File: src/rtl/cpu_sequencer_if.sv
// cpu_sequencer_if: ROM, GPR, ALU and status signals between the sequencer and the datapath.
interface cpu_sequencer_if;
    logic        run;
    logic        rom_en;
    logic [7:0]  rom_addr;
    logic [23:0] rom_data;
    logic [2:0]  gpr_r_addr_a;
    logic [2:0]  gpr_r_addr_b;
    logic [7:0]  gpr_r_data_a;
    logic [7:0]  gpr_r_data_b;
    logic        gpr_w_enable;
    logic [2:0]  gpr_w_addr;
    logic [7:0]  gpr_w_data;
    logic [2:0]  alu_operation;
    logic [7:0]  alu_A;
    logic [7:0]  alu_B;
    logic [7:0]  alu_C;
    logic [7:0]  pc;
    logic        zero;
    logic        halted;
    logic        illegal;
    modport master (
        input  run, rom_data, gpr_r_data_a, gpr_r_data_b, alu_C,
        output rom_en, rom_addr, gpr_r_addr_a, gpr_r_addr_b, gpr_w_enable, gpr_w_addr,
               gpr_w_data, alu_operation, alu_A, alu_B, pc, zero, halted, illegal
    );
    modport slave (
        output run, rom_data, gpr_r_data_a, gpr_r_data_b, alu_C,
        input  rom_en, rom_addr, gpr_r_addr_a, gpr_r_addr_b, gpr_w_enable, gpr_w_addr,
               gpr_w_data, alu_operation, alu_A, alu_B, pc, zero, halted, illegal
    );
endinterface

File: src/rtl/cpu_sequencer.sv
// cpu_sequencer: four-cycle fetch/decode/exec/writeback control unit with jumps, zero flag and halt.
module cpu_sequencer #(
    parameter logic [7:0] PC_RESET        = 8'h00,
    parameter bit         STOP_ON_ILLEGAL = 1'b0
) (
    input logic           clk,
    input logic           rst,
    cpu_sequencer_if.master bus
);
    typedef enum logic [2:0] {IDLE, FETCH, DECODE, EXEC, WB, HALT} state_t;
    state_t      r_state, w_next;
    logic [23:0] r_ir;
    logic [7:0]  r_pc, r_result;
    logic        r_zero, r_illegal;
    logic [3:0]  w_op;
    logic [7:0]  w_imm;
    logic        w_alu, w_alui, w_we, w_bad, w_stop, w_jump;
    assign w_op   = r_ir[23:20];
    assign w_imm  = r_ir[7:0];
    assign w_alu  = w_op == 4'h1;
    assign w_alui = w_op == 4'h2;
    assign w_bad  = w_op >= 4'h7 && w_op <= 4'hE;
    assign w_stop = w_op == 4'hF || (STOP_ON_ILLEGAL && w_bad);
    assign w_jump = w_op == 4'h5 || (w_op == 4'h6 && r_zero);
    assign w_we   = r_state == WB && w_op >= 4'h1 && w_op <= 4'h4;
    always_ff @(posedge clk or posedge rst)
        if (rst) r_state <= IDLE;
        else     r_state <= w_next;
    always_comb begin
        w_next = r_state == IDLE   ? (bus.run ? FETCH : IDLE) :
                 r_state == FETCH  ? DECODE :
                 r_state == DECODE ? EXEC :
                 r_state == EXEC   ? WB :
                 r_state == WB     ? (w_stop ? HALT : FETCH) : HALT;
    end
    always_comb begin
        bus.rom_en        = r_state == FETCH;
        bus.rom_addr      = r_state == FETCH ? r_pc : 8'h00;
        bus.gpr_r_addr_a  = r_state == EXEC ? r_ir[16:14] : 3'd0;
        bus.gpr_r_addr_b  = r_state == EXEC ? r_ir[13:11] : 3'd0;
        bus.alu_operation = r_state == EXEC ? r_ir[10:8] : 3'd0;
        bus.alu_A         = r_state == EXEC ? bus.gpr_r_data_a : 8'h00;
        bus.alu_B         = r_state != EXEC ? 8'h00 : w_alu ? bus.gpr_r_data_b : w_alui ? w_imm : 8'h00;
        bus.gpr_w_enable  = w_we;
        bus.gpr_w_addr    = w_we ? r_ir[19:17] : 3'd0;
        bus.gpr_w_data    = w_we ? r_result : 8'h00;
        bus.pc            = r_pc;
        bus.zero          = r_zero;
        bus.halted        = r_state == HALT;
        bus.illegal       = r_illegal;
    end
    always_ff @(posedge clk or posedge rst)
        if (rst) begin
            r_pc      <= PC_RESET;
            r_ir      <= 24'h0;
            r_result  <= 8'h00;
            r_zero    <= 1'b0;
            r_illegal <= 1'b0;
        end else begin
            if (r_state == DECODE) r_ir <= bus.rom_data;
            if (r_state == EXEC) begin
                r_result <= (w_alu || w_alui) ? bus.alu_C :
                            w_op == 4'h3 ? w_imm :
                            w_op == 4'h4 ? bus.gpr_r_data_a : r_result;
                if (w_alu || w_alui) r_zero <= bus.alu_C == 8'h00;
            end
            if (r_state == WB) begin
                r_pc      <= w_stop ? r_pc : w_jump ? w_imm : r_pc + 8'd1;
                r_illegal <= r_illegal | w_bad;
            end
        end
endmodule

File: src/flat_wrapper.sv
// flat-port wrapper written by rule: the top's interface ports become plain ports
module cpu_sequencer_flat 
#(
    parameter logic [7:0] PC_RESET        = 8'h00,
    parameter bit         STOP_ON_ILLEGAL = 1'b0
)
  (clk, rst, bus_run, bus_rom_data, bus_gpr_r_data_a, bus_gpr_r_data_b, bus_alu_C, bus_rom_en, bus_rom_addr, bus_gpr_r_addr_a, bus_gpr_r_addr_b, bus_gpr_w_enable, bus_gpr_w_addr, bus_gpr_w_data, bus_alu_operation, bus_alu_A, bus_alu_B, bus_pc, bus_zero, bus_halted, bus_illegal);
  cpu_sequencer_if bus_i ();
  input logic clk;
  input logic rst;
  input wire logic [$bits(bus_i.run)-1:0] bus_run;
  input wire logic [$bits(bus_i.rom_data)-1:0] bus_rom_data;
  input wire logic [$bits(bus_i.gpr_r_data_a)-1:0] bus_gpr_r_data_a;
  input wire logic [$bits(bus_i.gpr_r_data_b)-1:0] bus_gpr_r_data_b;
  input wire logic [$bits(bus_i.alu_C)-1:0] bus_alu_C;
  output wire logic [$bits(bus_i.rom_en)-1:0] bus_rom_en;
  output wire logic [$bits(bus_i.rom_addr)-1:0] bus_rom_addr;
  output wire logic [$bits(bus_i.gpr_r_addr_a)-1:0] bus_gpr_r_addr_a;
  output wire logic [$bits(bus_i.gpr_r_addr_b)-1:0] bus_gpr_r_addr_b;
  output wire logic [$bits(bus_i.gpr_w_enable)-1:0] bus_gpr_w_enable;
  output wire logic [$bits(bus_i.gpr_w_addr)-1:0] bus_gpr_w_addr;
  output wire logic [$bits(bus_i.gpr_w_data)-1:0] bus_gpr_w_data;
  output wire logic [$bits(bus_i.alu_operation)-1:0] bus_alu_operation;
  output wire logic [$bits(bus_i.alu_A)-1:0] bus_alu_A;
  output wire logic [$bits(bus_i.alu_B)-1:0] bus_alu_B;
  output wire logic [$bits(bus_i.pc)-1:0] bus_pc;
  output wire logic [$bits(bus_i.zero)-1:0] bus_zero;
  output wire logic [$bits(bus_i.halted)-1:0] bus_halted;
  output wire logic [$bits(bus_i.illegal)-1:0] bus_illegal;
  assign bus_i.run = bus_run;
  assign bus_i.rom_data = bus_rom_data;
  assign bus_i.gpr_r_data_a = bus_gpr_r_data_a;
  assign bus_i.gpr_r_data_b = bus_gpr_r_data_b;
  assign bus_i.alu_C = bus_alu_C;
  assign bus_rom_en = bus_i.rom_en;
  assign bus_rom_addr = bus_i.rom_addr;
  assign bus_gpr_r_addr_a = bus_i.gpr_r_addr_a;
  assign bus_gpr_r_addr_b = bus_i.gpr_r_addr_b;
  assign bus_gpr_w_enable = bus_i.gpr_w_enable;
  assign bus_gpr_w_addr = bus_i.gpr_w_addr;
  assign bus_gpr_w_data = bus_i.gpr_w_data;
  assign bus_alu_operation = bus_i.alu_operation;
  assign bus_alu_A = bus_i.alu_A;
  assign bus_alu_B = bus_i.alu_B;
  assign bus_pc = bus_i.pc;
  assign bus_zero = bus_i.zero;
  assign bus_halted = bus_i.halted;
  assign bus_illegal = bus_i.illegal;
  cpu_sequencer #(.PC_RESET(PC_RESET), .STOP_ON_ILLEGAL(STOP_ON_ILLEGAL)) u_core (.clk(clk), .rst(rst), .bus(bus_i));
endmodule
File: config.mk
export PLATFORM = sky130hd
export DESIGN_NAME = cpu_sequencer_flat
export DESIGN_NICKNAME = d
export VERILOG_FILES = /design/src/rtl/cpu_sequencer_if.sv /design/src/rtl/cpu_sequencer.sv /design/src/flat_wrapper.sv
export SDC_FILE = /design/constraint.sdc
export NUM_CORES = 1
export LEC_CHECK = 0
export CORE_ASPECT_RATIO = 1.5
export CORE_MARGIN = 8
export CORE_UTILIZATION = 44
export DETAILED_ROUTE_END_ITERATION = 8
export PLACE_DENSITY = 0.81
export SLEW_MARGIN = 20
export SYNTH_ARGS = -nofsm -noshare
export SYNTH_HDL_FRONTEND = slang
export SYNTH_SLANG_ARGS = --single-unit
File: constraint.sdc
create_clock -name clk -period 1.9 [get_ports clk]
set_clock_uncertainty 0.1 [all_clocks]
set_input_delay 0.19 -clock clk [delete_from_list [all_inputs] [get_ports clk]]
set_output_delay 0.19 -clock clk [all_outputs]
set_load 0.005 [all_outputs]
==> results of run 1 <==
[flip-flops by register name, summed over array words and instances (netlist names)]
signal              flops
u_core.bus.illegal      1
u_core.bus.pc           8
u_core.bus.zero         1
u_core.r_ir            24
u_core.r_result         8
u_core.r_state          3
[cells in the mapped netlist (all sizes together)]
cell type  instances  area (sq um)
buf               11          60.1
o21ai              4          20.0
dfrtp             45          1130
nor4              10          62.6
a22oi              9          67.6
o311ai             1          8.76
nor2b              2          12.5
nor3               1          10.0
and3b              2          17.5
a21oi             24           135
a41o               1          10.0
or3b               1          8.76
nand2b             2          12.5
ha                 1          12.5
a211oi             1          7.51
a2bb2oi            4          35.0
and3               2          12.5
nor2              13          48.8
nand2              9          33.8
nand3              6          30.0
clkbuf             9          33.8
a211o              1          8.76
xor2               2          25.0
nand4              2          12.5
o22a               1          8.76
nor3b              3          27.5
o211ai             1          7.51
inv               11          41.3
a21o               1          7.51
mux2              23           259
a2111oi            8          70.1
and2              28           175
or2                1          6.26
and4               1          8.76
a41oi              1          16.3
mux2i             22           220
o21bai             2          15.0
[final cells by class]
cell class	instances	area, sq um
multi-input cells	191	1790
repair buffers	170	1610
fillers	360	1200
flip-flops and latches	45	1130
well taps	74	92.6
clock buffers	5	68.8
clock inverters	3	65.1
inverters	11	41.3
[worst max-delay path by stage]
stage / start / endpoint / slack (ns) / cells past startpoint
6_report: u_core.r_state[0]$_DFF_PP0_ / bus_gpr_w_data[5] / -0.12 / 5
2_1_floorplan: u_core.r_state[1]$_DFF_PP0_ / bus_gpr_w_addr[0] / 0.22 / 4
4_1_cts: u_core.r_ir[20]$_DFFE_PP0P_ / bus_alu_B[5] / -0.16 / 7
3_5_place_dp: u_core.r_ir[20]$_DFFE_PP0P_ / bus_alu_B[5] / -0.16 / 6
5_1_grt: u_core.r_state[0]$_DFF_PP0_ / bus_gpr_w_data[0] / -0.16 / 5
3_3_place_gp: u_core.r_state[2]$_DFF_PP0_ / bus_alu_B[5] / -0.1 / 5
[critical path: stages, from the launching register on]
cell	delay, ns
dfrtp_1	0.40
or3b_4	0.43
buf_6	0.14
buf_12	0.14
nor4_4	0.14
buf_2	0.17
[timing repair]
| action | CTS | global route |
|---|---|---|
| pin swaps | 26 | 15 |
| cloned | 3 | 2 |
| setup endpoints to repair | 49 | 75 |
| resized for setup | 259 | 66 |
| buffers inserted | 24 | 12 |
[metal layers]
layer / vias to the layer above / wire length (um)
met4: 0 / 591
met1: 1439 / 3720
met3: 46 / 943
met2: 169 / 5960
met5: - / 0
li1: 1281 / -
[power by group through the flow]
stage	Sequential, uW	Combinational, uW	Clock, uW
3_3_place_gp	1800	3040	0
2_1_floorplan	1710	1710	0
5_1_grt	1970	4970	915
4_1_cts	1850	4060	873
6_report	1930	4700	879
3_5_place_dp	1830	3120	0
[layout by cell type, fill, tap and decap left out, types with 3 or more instances in the layout]
cell type        instances
a2111oi_1                6
a21oi_1                 18
a21oi_2                  6
a22oi_2                  8
a2bb2oi_2                4
and2_1                   6
and2_4                  22
buf_2                   20
buf_4                   37
buf_6                   42
clkbuf_2                 3
clkbuf_8                 5
clkdlybuf4s50_1         60
dfrtp_1                 44
inv_1                   10
mux2_2                  23
mux2i_1                 20
nand2_1                  8
nand3_1                  6
nor2_1                   7
nor2_2                   3
nor2_4                   3
nor3b_4                  3
nor4_2                   5
nor4_4                   3
[kinds of logic (layout without fill, tap and decap cells)]
logic type,count (synthesis),in the layout,synth area share [%]
multiplexers,45,45,17.9
XOR/XNOR,2,2,0.936
AND/OR/NAND/NOR,83,83,17.9
adder cells (fa/ha/maj),1,1,0.468
AO/OA/AOI/OAI,59,60,15.6
flip-flops,45,45,42.1
buffers and inverters,31,189,5.05
[through the flow]
stage / utilization [%] / setup WS, ns
global route: 80.0 / -0.165
floorplan: - / 0.225
finish: 80.0 / -0.120
detailed placement: 66.6 / -0.161
global placement: 66.6 / -0.0988
CTS: 75.6 / -0.162
==> flow_summary_export.csv, run 1 <==
group,metric,value,unit
grt,grt_pass1_vias,3133,
place,dpl.hpwl,6750,um
floorplanning,dieArea,0.00888,sq mm
yosys,yosysSeqAreaShare,42.1,%
power,irDropWorstVdd,0.944,mV
critical_path,worst-setup-path-type,"reg2out",
detailed_routing,drt_iter0_drc,190,
power,total_power,7510,uW
power,p_sw_share,40.7,%
timing,relSlewSlack,53.3,%
critical_path,r2r-end,"u_core.r_result[5]$_DFFE_PP0P_",
floorplanning,start_util,44.6,%
critical_path,start_kind,"register",
grt,grt_pass1_wl,16300,um
timing,hold_viol,0,
grt,antenna_found_initial,0,
timing,tightest_slew,0.696,ns
power,power_frac_seq,25.7,%
detailed_routing,routedWlPerCell,22.5,um
cts,hold_buffers,0,
power,leakage,0.00210,uW
timing,drv_slew,0,
timing,timing.final.crit_share,106,%
detailed_routing,via_count,2935,
layout,instances_no_fill,499,
critical_path,reg2regPathDepth,7,
floorplanning,fp.dieH,111,um
detailed_routing,viasPerCell,5.88,
timing,setup_viol,46,
critical_path,cp-end-kind,"primary output",
critical_path,crit_fanout,8,
yosys,synth_area,0.00268,sq mm
timing,fin_hold_ws,0.132,ns
timing,setup_slack,-0.120,ns
place,port_buffers,107,
power,power.density,1570,mW/mm^2
yosys,ys_seq_elements,45,
power,clockPowerShare,11.7,%
layout,diodes,0,
outcome,status,"finished with violations",
place,place_area,0.00399,sq mm
yosys,yosys_warnings,0,
timing,finalSetupTns,-2.11,ns
critical_path,reg2reg_slack,-0.05,ns
critical_path,worstPathArrival,1.73,ns
yosys,syn-num-nets,318,
grt,grt_busiest_layer,"met2",
floorplanning,top_level_ports,108,
detailed_routing,antenna_left,0,
grt,grt_max_degree,46,
cts,cts_tree,"done",
place,placed_cells,456,
yosys,synthesis.instances,266,
grt,overflow,0,
grt,grt_util_met1,23.0,%
grt,grt_usage,22.9,%
floorplanning,design.core.area,0.00600,sq mm
place,place_congestion,0.874,
grt,met2_usage,40.8,%
cts,htree_levels,2,
run,maxCapViolations,0,
detailed_routing,dr.pass1.iters,5,
layout,area_growth,79.4,%
layout,layout-drive-gt1-share,50.1,%
yosys,synth_cell_types,44,
min_path,hold_path.class,"in2async",
yosys,syn_avg_cell_area,10.1,sq um
layout,nNetsFinal,476,
cts,clk_pin_slew_worst_paths,0.09,ns
critical_path,cp.required,1.61,ns
timing,rsz0062_at_grt,"true",
outcome,failed_checks,"setup timing",
timing,fmax,495,MHz
cts,clk_path_buf_depth,2,
cts,cts_buffers,5,
timing,period_needed,2.02,ns
power,intPower,4460,uW
detailed_routing,wl,11200,um
floorplanning,die_w,79.7,um
cts,cts-root-buf,"clkbuf_8",
power,pwr-share-comb,62.6,%
grt,use_met3,8.15,%
critical_path,timing.rr.start,"u_core.r_state[2]$_DFF_PP0_",
detailed_routing,drc,0,
layout,fin_area,0.00480,sq mm
cts,clock_latency,0.30,ns
cts,clock_sinks,45,
power,p_sw,3050,uW
floorplanning,num_rows,35,
No activity file was read; power rests on OpenSTA's default activity.
==> run 2, diff against run 1 <==
--- a/config.mk
+++ b/config.mk
@@ -10,7 +10,7 @@
 export CORE_UTILIZATION = 44
 export DETAILED_ROUTE_END_ITERATION = 8
 export PLACE_DENSITY = 0.81
-export SLEW_MARGIN = 20
+export SLEW_MARGIN = 25
 export SYNTH_ARGS = -nofsm -noshare
 export SYNTH_HDL_FRONTEND = slang
 export SYNTH_SLANG_ARGS = --single-unit
==> results of run 2 <==
The final DEF is identical to that of run 1; final timing and power are the same.
